File: config.mk
export PLATFORM = sky130hd
export DESIGN_NAME = irq_ctrl
export DESIGN_NICKNAME = d
export VERILOG_FILES = /design/src/rtl/irq_ctrl_pkg.sv /design/src/rtl/irq_ctrl_prio_enc.sv /design/src/rtl/irq_ctrl.sv
export SDC_FILE = /design/constraint.sdc
export NUM_CORES = 1
export LEC_CHECK = 0
export ABC_AREA = 1
export BUFFER_PORTS_ARGS = -buffer_cell sky130_fd_sc_hd__buf_2
export CORE_MARGIN = 2
export CORE_UTILIZATION = 29
export DETAILED_ROUTE_END_ITERATION = 6
export PLACE_DENSITY = 0.62
export SYNTH_ARGS = -nofsm -noshare
export SYNTH_HDL_FRONTEND = slang
export SYNTH_SLANG_ARGS = --single-unit
File: constraint.sdc
create_clock -name clk -period 2 [get_ports clk]
set_clock_uncertainty 0.15 [all_clocks]
set_input_delay 0.1 -clock clk [delete_from_list [all_inputs] [get_ports clk]]
set_output_delay 0.1 -clock clk [all_outputs]
set_load 0.005 [all_outputs]
File: src/rtl/irq_ctrl_pkg.sv
// irq_ctrl_pkg: shared bus constants, register map and trigger encodings for the interrupt controller.
package irq_ctrl_pkg;

  localparam int WORD_DATA_W = 32;

  localparam logic READ     = 1'b1;
  localparam logic WRITE    = 1'b0;
  localparam logic ENABLE_  = 1'b0;
  localparam logic DISABLE_ = 1'b1;

  localparam int IRQ_CTRL_ADDR_W = 2;
  typedef logic [IRQ_CTRL_ADDR_W-1:0] IrqCtrlAddrBus;

  localparam IrqCtrlAddrBus IRQ_CTRL_ADDR_STATUS = 2'h0;
  localparam IrqCtrlAddrBus IRQ_CTRL_ADDR_MASK   = 2'h1;
  localparam IrqCtrlAddrBus IRQ_CTRL_ADDR_TRIG   = 2'h2;
  localparam IrqCtrlAddrBus IRQ_CTRL_ADDR_VECTOR = 2'h3;

  localparam logic IRQ_TRIG_LEVEL = 1'b0;
  localparam logic IRQ_TRIG_EDGE  = 1'b1;

  localparam int IrqVldLoc = 31;

endpackage

File: src/rtl/irq_ctrl_prio_enc.sv
// irq_prio_enc: combinational lowest-index-first encoder; o_vld is set when any request is active.
module irq_prio_enc #(
  parameter int NUM_IRQ = 8,
  parameter int IDX_W   = 3
) (
  input  logic [NUM_IRQ-1:0] i_req,
  output logic               o_vld,
  output logic [IDX_W-1:0]   o_idx
);

  // Scan from the top so the lowest active index is the last one written.
  always_comb begin
    o_vld = 1'b0;
    o_idx = '0;
    for (int i = NUM_IRQ - 1; i >= 0; i--) begin
      o_vld = i_req[i] ? 1'b1 : o_vld;
      o_idx = i_req[i] ? IDX_W'(i) : o_idx;
    end
  end

endmodule

File: src/rtl/irq_ctrl.sv
// irq_ctrl: latches request lines into pending bits, applies mask and level/edge select, drives cpu_irq and a vector.
// Define IRQ_CTRL_SYNC_EN to pass irq_in through a 2-flop synchronizer (input-to-cpu_irq latency 4 instead of 2).
module irq_ctrl
  import irq_ctrl_pkg::*;
#(
  parameter int NUM_IRQ = 8,
  parameter int IDX_W   = 3
) (
  input  logic                   clk,
  input  logic                   reset,
  input  logic                   cs_,
  input  logic                   as_,
  input  logic                   rw,
  input  IrqCtrlAddrBus          addr,
  input  logic [WORD_DATA_W-1:0] wr_data,
  output logic [WORD_DATA_W-1:0] rd_data,
  output logic                   rdy_,
  input  logic [NUM_IRQ-1:0]     irq_in,
  output logic                   cpu_irq
);

  logic [NUM_IRQ-1:0]     r_pending, r_mask, r_trig, r_irq_q;
  logic [NUM_IRQ-1:0]     w_src, w_set, w_clr, w_active;
  logic                   w_bus, w_wr, w_vld;
  logic [IDX_W-1:0]       w_idx;
  logic [WORD_DATA_W-1:0] w_vector, w_rd;
  logic                   w_unused_wr_hi;

`ifdef IRQ_CTRL_SYNC_EN
  logic [NUM_IRQ-1:0] r_sync1, r_sync2;

  // Two-stage synchronizer for asynchronous request sources.
  always_ff @(posedge clk) begin
    if (!reset) begin
      r_sync1 <= '0;
      r_sync2 <= '0;
    end else begin
      r_sync1 <= irq_in;
      r_sync2 <= r_sync1;
    end
  end

  assign w_src = r_sync2;
`else
  assign w_src = irq_in;
`endif

  assign w_bus          = ~cs_ & ~as_;
  assign w_wr           = w_bus & (rw == WRITE);
  assign w_active       = r_pending & ~r_mask;
  assign w_unused_wr_hi = ^wr_data[WORD_DATA_W-1:NUM_IRQ];

  // Edge sources set only on a rising sample; level sources set whenever high.
  always_comb begin
    w_set = (r_trig & w_src & ~r_irq_q) | (~r_trig & w_src);
    if (w_wr && (addr == IRQ_CTRL_ADDR_STATUS)) begin
      w_clr = wr_data[NUM_IRQ-1:0];
    end else begin
      w_clr = '0;
    end
  end

  irq_prio_enc #(
    .NUM_IRQ (NUM_IRQ),
    .IDX_W   (IDX_W)
  ) u_prio_enc (
    .i_req (w_active),
    .o_vld (w_vld),
    .o_idx (w_idx)
  );

  // Register read mux; unimplemented bits stay zero.
  always_comb begin
    w_vector            = '0;
    w_vector[IrqVldLoc] = w_vld;
    w_vector[IDX_W-1:0] = w_idx;
    w_rd                = '0;
    case (addr)
      IRQ_CTRL_ADDR_STATUS: w_rd[NUM_IRQ-1:0] = r_pending;
      IRQ_CTRL_ADDR_MASK:   w_rd[NUM_IRQ-1:0] = r_mask;
      IRQ_CTRL_ADDR_TRIG:   w_rd[NUM_IRQ-1:0] = r_trig;
      IRQ_CTRL_ADDR_VECTOR: w_rd = w_vector;
      default:              w_rd = '0;
    endcase
  end

  // Pending/mask/trigger state, input sample and registered bus/irq outputs.
  always_ff @(posedge clk) begin
    if (!reset) begin
      r_pending <= '0;
      r_mask    <= '1;
      r_trig    <= '0;
      r_irq_q   <= '0;
      cpu_irq   <= 1'b0;
      rd_data   <= '0;
      rdy_      <= DISABLE_;
    end else begin
      r_irq_q   <= w_src;
      r_pending <= (r_pending & ~w_clr) | w_set;
      cpu_irq   <= |w_active;
      if (w_wr) begin
        case (addr)
          IRQ_CTRL_ADDR_MASK: r_mask <= wr_data[NUM_IRQ-1:0];
          IRQ_CTRL_ADDR_TRIG: r_trig <= wr_data[NUM_IRQ-1:0];
          default:            r_mask <= r_mask;
        endcase
      end else begin
        r_mask <= r_mask;
      end
      rd_data <= (w_bus && (rw == READ)) ? w_rd : '0;
      rdy_    <= w_bus ? ENABLE_ : DISABLE_;
    end
  end

endmodule

==> results_tabular.tex, run 1 <==
\begin{tabular}{lr}
\hline
Metric & Value \\
\hline
\multicolumn{2}{l}{\textbf{Route}} \\
WL per Instance & 10.89 um \\
Number of optimization iterations in the first detailed-route pass & 4 \\
Detailed-route vias per instance & 4.279 \\
Post-route DRC violation count & 0 \\
Final ANT Viol Nets & 0 \\
DR iter-0 viols & 80 \\
Post-detailed-routing wire length & 4248 um \\
Total vias in the final route & 1669 \\
\multicolumn{2}{l}{\textbf{Critical path}} \\
Buffering stage count on the worst path with inverters included & 2 \\
Largest fanout on the critical path & 9 \\
Worst flop-to-flop path startpoint & r\_mask[4] \\
Worst setup slack for register-to-register paths & 0.67 ns \\
Kind of end point of the critical path & flop \\
Cell with the largest stage delay on the worst path & sky130\_fd\_sc\_hd\_\_dlygate4sd3\_1 \\
Delay contributed by the slowest stage of the critical path & 0.57 ns \\
CP Depth & 7 \\
Cell depth of the worst flop-to-flop path & 3 \\
Kind of start point of the critical path & input port \\
Arrival time worst endpoint & 1.61 ns \\
Data required time of the worst path & 2.07 ns \\
Kind of cell adding the most delay to the critical path & buffers and inverters \\
Cell breakdown of the critical path & buf\_2 -> nor2\_4 -> dlygate4sd3\_1 -> nand2\_1 -> nor2\_2 -> o21ai\_0 -> a21oi\_1 \\
FF-to-FF End & r\_mask[4] \\
Critical path start-end classification & in -> reg \\
\multicolumn{2}{l}{\textbf{Floorplanning}} \\
Initial Utilization & 29.63\% \\
Chip height & 86.85 um \\
Std-Cell Core Area & 0.006719 mm2 \\
Horizontal extent of the die & 86.85 um \\
Placement row count & 30 \\
Die ar. & 0.007543 mm2 \\
I/O Pins & 81 \\
\multicolumn{2}{l}{\textbf{Synth}} \\
Area of the mapped netlist & 0.001991 mm2 \\
Portion of synthesized cell area occupied by the leading cell type & 43.24\% \\
Most frequently used flop master after synthesis & sky130\_fd\_sc\_hd\_\_dfxtp\_1 \\
EDFF count, synth & 0 \\
Number of storage elements in the synthesis netlist & 43 \\
Number of different library cells in the post-synthesis netlist & 30 \\
Fraction of the yosys area taken by sequential cells & 43.24\% \\
Syn\_area\_per\_cell & 7.776 um2 \\
Cell type with the largest total area after synthesis & sky130\_fd\_sc\_hd\_\_dfxtp\_1 \\
Ys async rst share & 0\% \\
Yosys warnings & 0 \\
Area contributors post-synth & sky130\_fd\_sc\_hd\_\_dfxtp\_1, sky130\_fd\_sc\_hd\_\_nand2\_1, sky130\_fd\_sc\_hd\_\_buf\_4 \\
Gate count after technology mapping & 256 \\
\multicolumn{2}{l}{\textbf{Placed design}} \\
Pre-CTS worst setup slack & 0.5044 ns \\
Number of buffer cells added on primary ports & 33 \\
HPWL after DPL & 3060 um \\
Routability-driven placement congestion ratio & 0.9023 \\
Placed Cells & 364 \\
Post-place instance area & 0.002127 mm2 \\
\multicolumn{2}{l}{\textbf{Global route}} \\
Via count of the first global-routing pass & 1537 \\
Largest net degree at the start of global routing & 17 \\
Overall global routing resource usage & 11.95\% \\
GRT Residual Overflow & 0 \\
Wire length of the first global-routing pass & 6920 um \\
Number of antenna violations at the first check in global routing & 0 \\
\multicolumn{2}{l}{\textbf{Power and ir drop}} \\
Highest ir drop seen on vdd & 0.2894 mV \\
Final total power & 1.644 mW \\
Leakage & 1.211 nW \\
Net switching power figure & 406.2 uW \\
Sequential cell fraction of total power & 55.3\% \\
Power Internal & 1.237 mW \\
Fraction of power consumed by combinational cells & 11.0\% \\
Power Dens Cells & 683.4 mW/mm2 \\
Clock share of power & 33.7\% \\
Fraction of power spent switching nets & 24.71\% \\
\multicolumn{2}{l}{\textbf{Layout}} \\
Relative area change from synthesis to final layout & 20.80\% \\
Post-Layout Cell Count & 390 \\
Nets & 357 \\
Finished layout cell area & 0.002405 mm2 \\
Ratio of cells with drive above 1 in the final layout & 19.03\% \\
Antenna diode count & 0 \\
\multicolumn{2}{l}{\textbf{Clock tree}} \\
Number of setup buffers added after CTS & 0 \\
CTS Root Buffer Type & sky130\_fd\_sc\_hd\_\_clkbuf\_8 \\
CTS tree & built \\
Number of H-tree branching levels & 2 \\
Count of clock tree sinks & 43 \\
Maximum buffer depth of the clock tree & 2 \\
Post-CTS clock slew at the launch and capture registers of the worst setup and hold paths & 0.08 ns \\
Inserted Clock Buffers & 5 \\
Clock Latency Late Sink & 0.30 ns \\
\multicolumn{2}{l}{\textbf{Status}} \\
Status & completed \\
\multicolumn{2}{l}{\textbf{Timing}} \\
Share of the cycle needed by the critical path after routing & 77.03\% \\
Worst Setup Slack, final & 0.4593 ns \\
Max frequency & 0.6491 GHz \\
Max-slew violations & 0 \\
Aggregate negative setup slack & 0 ns \\
Shortest period the worst path allows & 1.541 ns \\
Unrepaired setup endpoints after global routing & no \\
Total count of hold-check failures in the final report & 0 \\
Endpoints failing setup & 0 \\
\multicolumn{2}{l}{\textbf{Min path}} \\
End point of the worst hold path & r\_mask[6] \\
Tightest Hold Check Type & in -> reg \\
Cell count of the worst hold path & 2 \\
Hold\_sp & reset \\
\multicolumn{2}{l}{\textbf{Job}} \\
Number of max-cap violations & 0 \\
\hline
\end{tabular}
==> routing by layer <==
| metal | share of wire [%] | wire, um | GRT usage [%] |
|---|---|---|---|
| met5 | 0 | 0 | 0 |
| met4 | 0.92 | 39 | 4.972 |
| met3 | 5.8 | 247 | 3.697 |
| met2 | 45 | 1893 | 18.67 |
| met1 | 49 | 2069 | 15.25 |
==> cells in the final DEF, fill, tap and decap left out, drive strengths merged <==
master	n
inv	43
nand3	3
o211ai	10
dlygate4sd3	19
a21oi	12
nand3b	1
conb	23
nor3	5
clkinv	1
nand4	1
dfxtp	43
nand2	62
nor2	9
buf	35
o21ai	34
clkbuf	6
a221oi	3
==> worst reg2reg max path: cells and delay by family (launching register included) <==
kind	cells	cell delay, ns
buffers and inverters	2	0.66
AO/OA/AOI/OAI	1	0.10
flip-flops	1	0.31
==> cells in the mapped netlist (2+ instances only) <==
library cell,instances
sky130_fd_sc_hd__o211ai_1,8
sky130_fd_sc_hd__nor2_1,4
sky130_fd_sc_hd__nand3_1,2
sky130_fd_sc_hd__nor2_4,2
sky130_fd_sc_hd__inv_2,3
sky130_fd_sc_hd__nor2_2,2
sky130_fd_sc_hd__buf_4,24
sky130_fd_sc_hd__a21oi_2,2
sky130_fd_sc_hd__nand2_1,61
sky130_fd_sc_hd__a21oi_1,10
sky130_fd_sc_hd__buf_6,2
sky130_fd_sc_hd__nor3_1,4
sky130_fd_sc_hd__o21ai_0,32
sky130_fd_sc_hd__a221oi_1,3
sky130_fd_sc_hd__dfxtp_1,43
sky130_fd_sc_hd__inv_1,39
sky130_fd_sc_hd__o211ai_2,2
==> final cells by class <==
type | instances | area (um2)
clock buffers | 6 | 82.58
clock inverters | 1 | 5.005
well taps | 80 | 100.1
repair buffers | 54 | 370.4
multi-input cells | 163 | 822.0
inverters | 43 | 163.9
flip-flops and latches | 43 | 860.8
fillers | 714 | 4314
==> metrics by stage <==
step | hold WS [ns] | utilization [%]
final | 0.01945 | 35.79
after global routing | 0.02565 | 35.79
after global placement | 0.1543 | 31.66
after floorplan | 0.06150 | -
after CTS | 0.02091 | 35.79
after detailed placement | 0.1563 | 31.66
==> how the worst max path moves through the flow <==
stage	end	startpoint	slack (ns)
6_report	rd_data[1]	as_	0.46
5_1_grt	rd_data[2]	as_	0.28
4_1_cts	rd_data[1]	as_	0.45
3_5_place_dp	r_pending[7]	addr[1]	0.50
3_3_place_gp	r_pending[2]	addr[1]	0.53
2_1_floorplan	cpu_irq	r_mask[6]	0.84
==> what timing repair did <==
action,4_1_cts,5_1_grt
endpoints found under the hold margin,33,0
resized for setup,0,0
hold buffers,19,0
==> kinds of logic after synthesis <==
group / count (synthesis) / synth area share (%)
DFF: 43 / 43.24
and+or+nand+nor: 81 / 19.23
AOI/OAI and AO/OA: 59 / 17.72
buffers and inverters: 72 / 19.61
other: 1 / 0.1884
==> sequential cells by signal (all words and copies together) (netlist names) <==
signal,count
rdy_,1
r_trig,8
r_pending,8
r_irq_q,8
r_mask,8
rd_data,9
cpu_irq,1
==> power groups by stage <==
stage	combinational, mW	sequential (mW)	clock, mW
final	0.181	0.909	0.554
after global routing	0.208	0.913	0.599
after CTS	0.182	0.909	0.566
after detailed placement	0.155	0.929	0
after global placement	0.151	0.928	0
after floorplan	0.137	0.924	0
Power figures use the tool's default switching activity.
==> run 2, diff against run 1 <==
--- a/config.mk
+++ b/config.mk
@@ -10,7 +10,7 @@
 export CORE_MARGIN = 2
 export CORE_UTILIZATION = 29
 export DETAILED_ROUTE_END_ITERATION = 6
-export PLACE_DENSITY = 0.62
+export PLACE_DENSITY = 0.64
 export SYNTH_ARGS = -nofsm -noshare
 export SYNTH_HDL_FRONTEND = slang
 export SYNTH_SLANG_ARGS = --single-unit
==> constraint.sdc (replaced) <==
create_clock -name clk -period 1.34 [get_ports clk]
set_clock_uncertainty 0.15 [all_clocks]
set_input_delay 0.067 -clock clk [delete_from_list [all_inputs] [get_ports clk]]
set_output_delay 0.067 -clock clk [all_outputs]
set_load 0.005 [all_outputs]
==> run 2 against run 1 <==
Effect of this change: critical path depth fell by 1; largest power group unchanged; final area increased by 3.6%; wire length grew 3.6%; critical endpoint is now cpu_irq.
==> results_tabular.tex, run 2 (synthesis results as in run 1) <==
\begin{tabular}{lr}
\hline
Metric & Value \\
\hline
\multicolumn{2}{l}{\textbf{Placed design}} \\
Routability-driven placement congestion ratio & 0.8904 (was 0.9023) \\
HPWL after DPL & 3190 um (was 3060 um) \\
Placed Cells & 371 (was 364) \\
Pre-CTS worst setup slack & -0.003597 ns (was 0.5044 ns) \\
Number of buffer cells added on primary ports & 33 (unchanged) \\
\multicolumn{2}{l}{\textbf{Min path}} \\
Cell count of the worst hold path & 6 (was 2) \\
Hold\_sp & cs\_ (was reset) \\
Tightest Hold Check Type & in -> reg (unchanged) \\
End point of the worst hold path & rd\_data[31] (was r\_mask[6]) \\
\multicolumn{2}{l}{\textbf{Timing}} \\
Share of the cycle needed by the critical path after routing & 94.16\% \\
Worst Setup Slack, final & 0.07820 ns (was 0.4593 ns) \\
Unrepaired setup endpoints after global routing & yes (was no) \\
Minimum hold slack & 0.04979 ns (was 0.01945 ns) \\
Total count of hold-check failures in the final report & 0 (unchanged) \\
Shortest period the worst path allows & 1.262 ns \\
Endpoints failing setup & 0 (unchanged) \\
Max frequency & 0.7925 GHz \\
Max-slew violations & 0 (unchanged) \\
\multicolumn{2}{l}{\textbf{Global route}} \\
Wire length of the first global-routing pass & 7238 um (was 6920 um) \\
Number of antenna violations at the first check in global routing & 0 (unchanged) \\
GRT Residual Overflow & 0 (unchanged) \\
Via count of the first global-routing pass & 1558 (was 1537) \\
Largest net degree at the start of global routing & 17 (unchanged) \\
Overall global routing resource usage & 12.38\% (was 11.95\%) \\
\multicolumn{2}{l}{\textbf{Floorplanning}} \\
I/O Pins & 81 (unchanged) \\
Die ar. & 0.007543 mm2 (unchanged) \\
Std-Cell Core Area & 0.006719 mm2 (unchanged) \\
Placement row count & 30 (unchanged) \\
Horizontal extent of the die & 86.85 um (unchanged) \\
Chip height & 86.85 um (unchanged) \\
Initial Utilization & 29.63\% (unchanged) \\
\multicolumn{2}{l}{\textbf{Power and ir drop}} \\
Leakage & 1.253 nW (was 1.211 nW) \\
Highest ir drop seen on vdd & 0.2878 mV (was 0.2894 mV) \\
Power Dens Cells & 1020 mW/mm2 (was 683.4 mW/mm2) \\
\multicolumn{2}{l}{\textbf{Layout}} \\
Ratio of cells with drive above 1 in the final layout & 22.01\% (was 19.03\%) \\
Post-Layout Cell Count & 398 (was 390) \\
Commonest non-fill, non-tap cell in the layout & sky130\_fd\_sc\_hd\_\_nand2\_1 (unchanged) \\
Antenna diode count & 0 (unchanged) \\
Nets & 364 (was 357) \\
Most flop-heavy register & rd\_data (unchanged) \\
Flip-flop count of the largest register, all copies and words added & 9 (unchanged) \\
Post-layout utilization of the core & 37.08\% (was 35.79\%) \\
Relative area change from synthesis to final layout & 25.14\% (was 20.80\%) \\
Commonest cells after routing, fill and taps aside & sky130\_fd\_sc\_hd\_\_nand2\_1, sky130\_fd\_sc\_hd\_\_dfxtp\_1, sky130\_fd\_sc\_hd\_\_inv\_1, sky130\_fd\_sc\_hd\_\_buf\_2, sky130\_fd\_sc\_hd\_\_o21ai\_0 (unchanged) \\
\multicolumn{2}{l}{\textbf{Critical path}} \\
Arrival time worst endpoint & 1.28 ns (was 1.61 ns) \\
Delay contributed by the slowest stage of the critical path & 0.34 ns (was 0.57 ns) \\
Buffering stage count on the worst path with inverters included & 1 (was 2) \\
Cell depth of the worst flop-to-flop path & 6 (was 3) \\
Largest fanout on the critical path & 2 (was 9) \\
CP Depth & 6 (was 7) \\
Data required time of the worst path & 1.36 ns (was 2.07 ns) \\
Cell breakdown of the critical path & inv\_2 -> nand2\_2 -> o21ai\_1 -> nand3b\_1 -> nor3\_2 -> nor2\_1 (was buf\_2 -> nor2\_4 -> dlygate4sd3\_1 -> nand2\_1 -> nor2\_2 -> o21ai\_0 -> a21oi\_1) \\
FF-to-FF End & cpu\_irq (was r\_mask[4]) \\
Kind of start point of the critical path & flop (was input port) \\
Cell with the largest stage delay on the worst path & sky130\_fd\_sc\_hd\_\_dfxtp\_2 (was sky130\_fd\_sc\_hd\_\_dlygate4sd3\_1) \\
Worst setup slack for register-to-register paths & 0.08 ns (was 0.67 ns) \\
Kind of cell adding the most delay to the critical path & simple AND/OR/NAND/NOR gates (was buffers and inverters) \\
Worst flop-to-flop path startpoint & r\_mask[6] (was r\_mask[4]) \\
Kind of end point of the critical path & flop (unchanged) \\
Critical path start-end classification & reg -> reg (was in -> reg) \\
\multicolumn{2}{l}{\textbf{Status}} \\
Status & completed (unchanged) \\
\multicolumn{2}{l}{\textbf{Clock tree}} \\
Count of clock tree sinks & 43 (unchanged) \\
Clock Latency Late Sink & 0.29 ns (was 0.30 ns) \\
Number of H-tree branching levels & 2 (unchanged) \\
Post-CTS clock slew at the launch and capture registers of the worst setup and hold paths & 0.08 ns (about the same) \\
Maximum buffer depth of the clock tree & 2 (unchanged) \\
Inserted Clock Buffers & 5 (unchanged) \\
CTS tree & built (unchanged) \\
CTS Root Buffer Type & sky130\_fd\_sc\_hd\_\_clkbuf\_8 (unchanged) \\
\multicolumn{2}{l}{\textbf{Route}} \\
Detailed-route vias per instance & 4.198 (was 4.279) \\
DR iter-0 viols & 55 (was 80) \\
WL per Instance & 11.06 um (was 10.89 um) \\
Post-route DRC violation count & 0 (unchanged) \\
Post-detailed-routing wire length & 4400 um (was 4248 um) \\
Number of optimization iterations in the first detailed-route pass & 4 (unchanged) \\
Total vias in the final route & 1671 (was 1669) \\
Final ANT Viol Nets & 0 (unchanged) \\
\multicolumn{2}{l}{\textbf{Job}} \\
Number of max-cap violations & 0 (unchanged) \\
\hline
\end{tabular}
run 2: layer usage:
layer,GRT usage [%],up-vias,routed length [um]
met4,4.688,0,74
li1,-,886,-
met1,15.69,727,2086
met3,3.033,8,245
met2,20.26,50,1993
met5,0,-,0
run 2: what timing repair did:
action / 4_1_cts / 5_1_grt
hold buffers: 19 / 1
hold endpoints to repair: 33 / 1
pin swaps: 0 / 2
endpoints found under the setup margin: 1 / 6
buffers inserted: 0 / 0
resized for setup: 1 / 4
run 2: final cells by class:
type,instances,area (um2)
fill,706,4228
sequential,43,862.1
multi-input combinational,163,829.5
timing repair buffer,61,435.4
inverter,43,163.9
clock buffer,8,100.1
tap,80,100.1
run 2: how the worst max path moves through the flow:
stage / end / startpoint / slack [ns]
global placement: cpu_irq / r_mask[6] / 0.05
detailed placement: cpu_irq / r_mask[6] / -0.004
global route: cpu_irq / r_mask[6] / -0.004
floorplan: cpu_irq / r_mask[6] / 0.18
CTS: cpu_irq / r_mask[6] / 0.03
finish: cpu_irq / r_mask[6] / 0.08
run 2: power breakdown:
part | switching [mW] | leakage [nW] | internal [mW]
Sequential | 0.0279 | 0.352 | 1.33
Clock | 0.421 | 0.0515 | 0.470
Combinational | 0.162 | 0.849 | 0.130
run 2: per-stage QoR:
step	setup TNS, ns	power, mW	area (um2)
5_1_grt	-0.004315	2.671	2491
6_report	0	2.540	2491
3_5_place_dp	-0.003597	1.635	2192
3_3_place_gp	0	1.628	2192
2_1_floorplan	0	1.584	2073
4_1_cts	0	2.562	2487
run 2: tightest hold or removal path, stage by stage:
cell                      delay, ns
sky130_fd_sc_hd__buf_2         0.10
sky130_fd_sc_hd__nor2_4        0.05
sky130_fd_sc_hd__nand2_1       0.08
sky130_fd_sc_hd__nor2_2        0.07
sky130_fd_sc_hd__nand2_1       0.06
sky130_fd_sc_hd__nor2_1        0.04
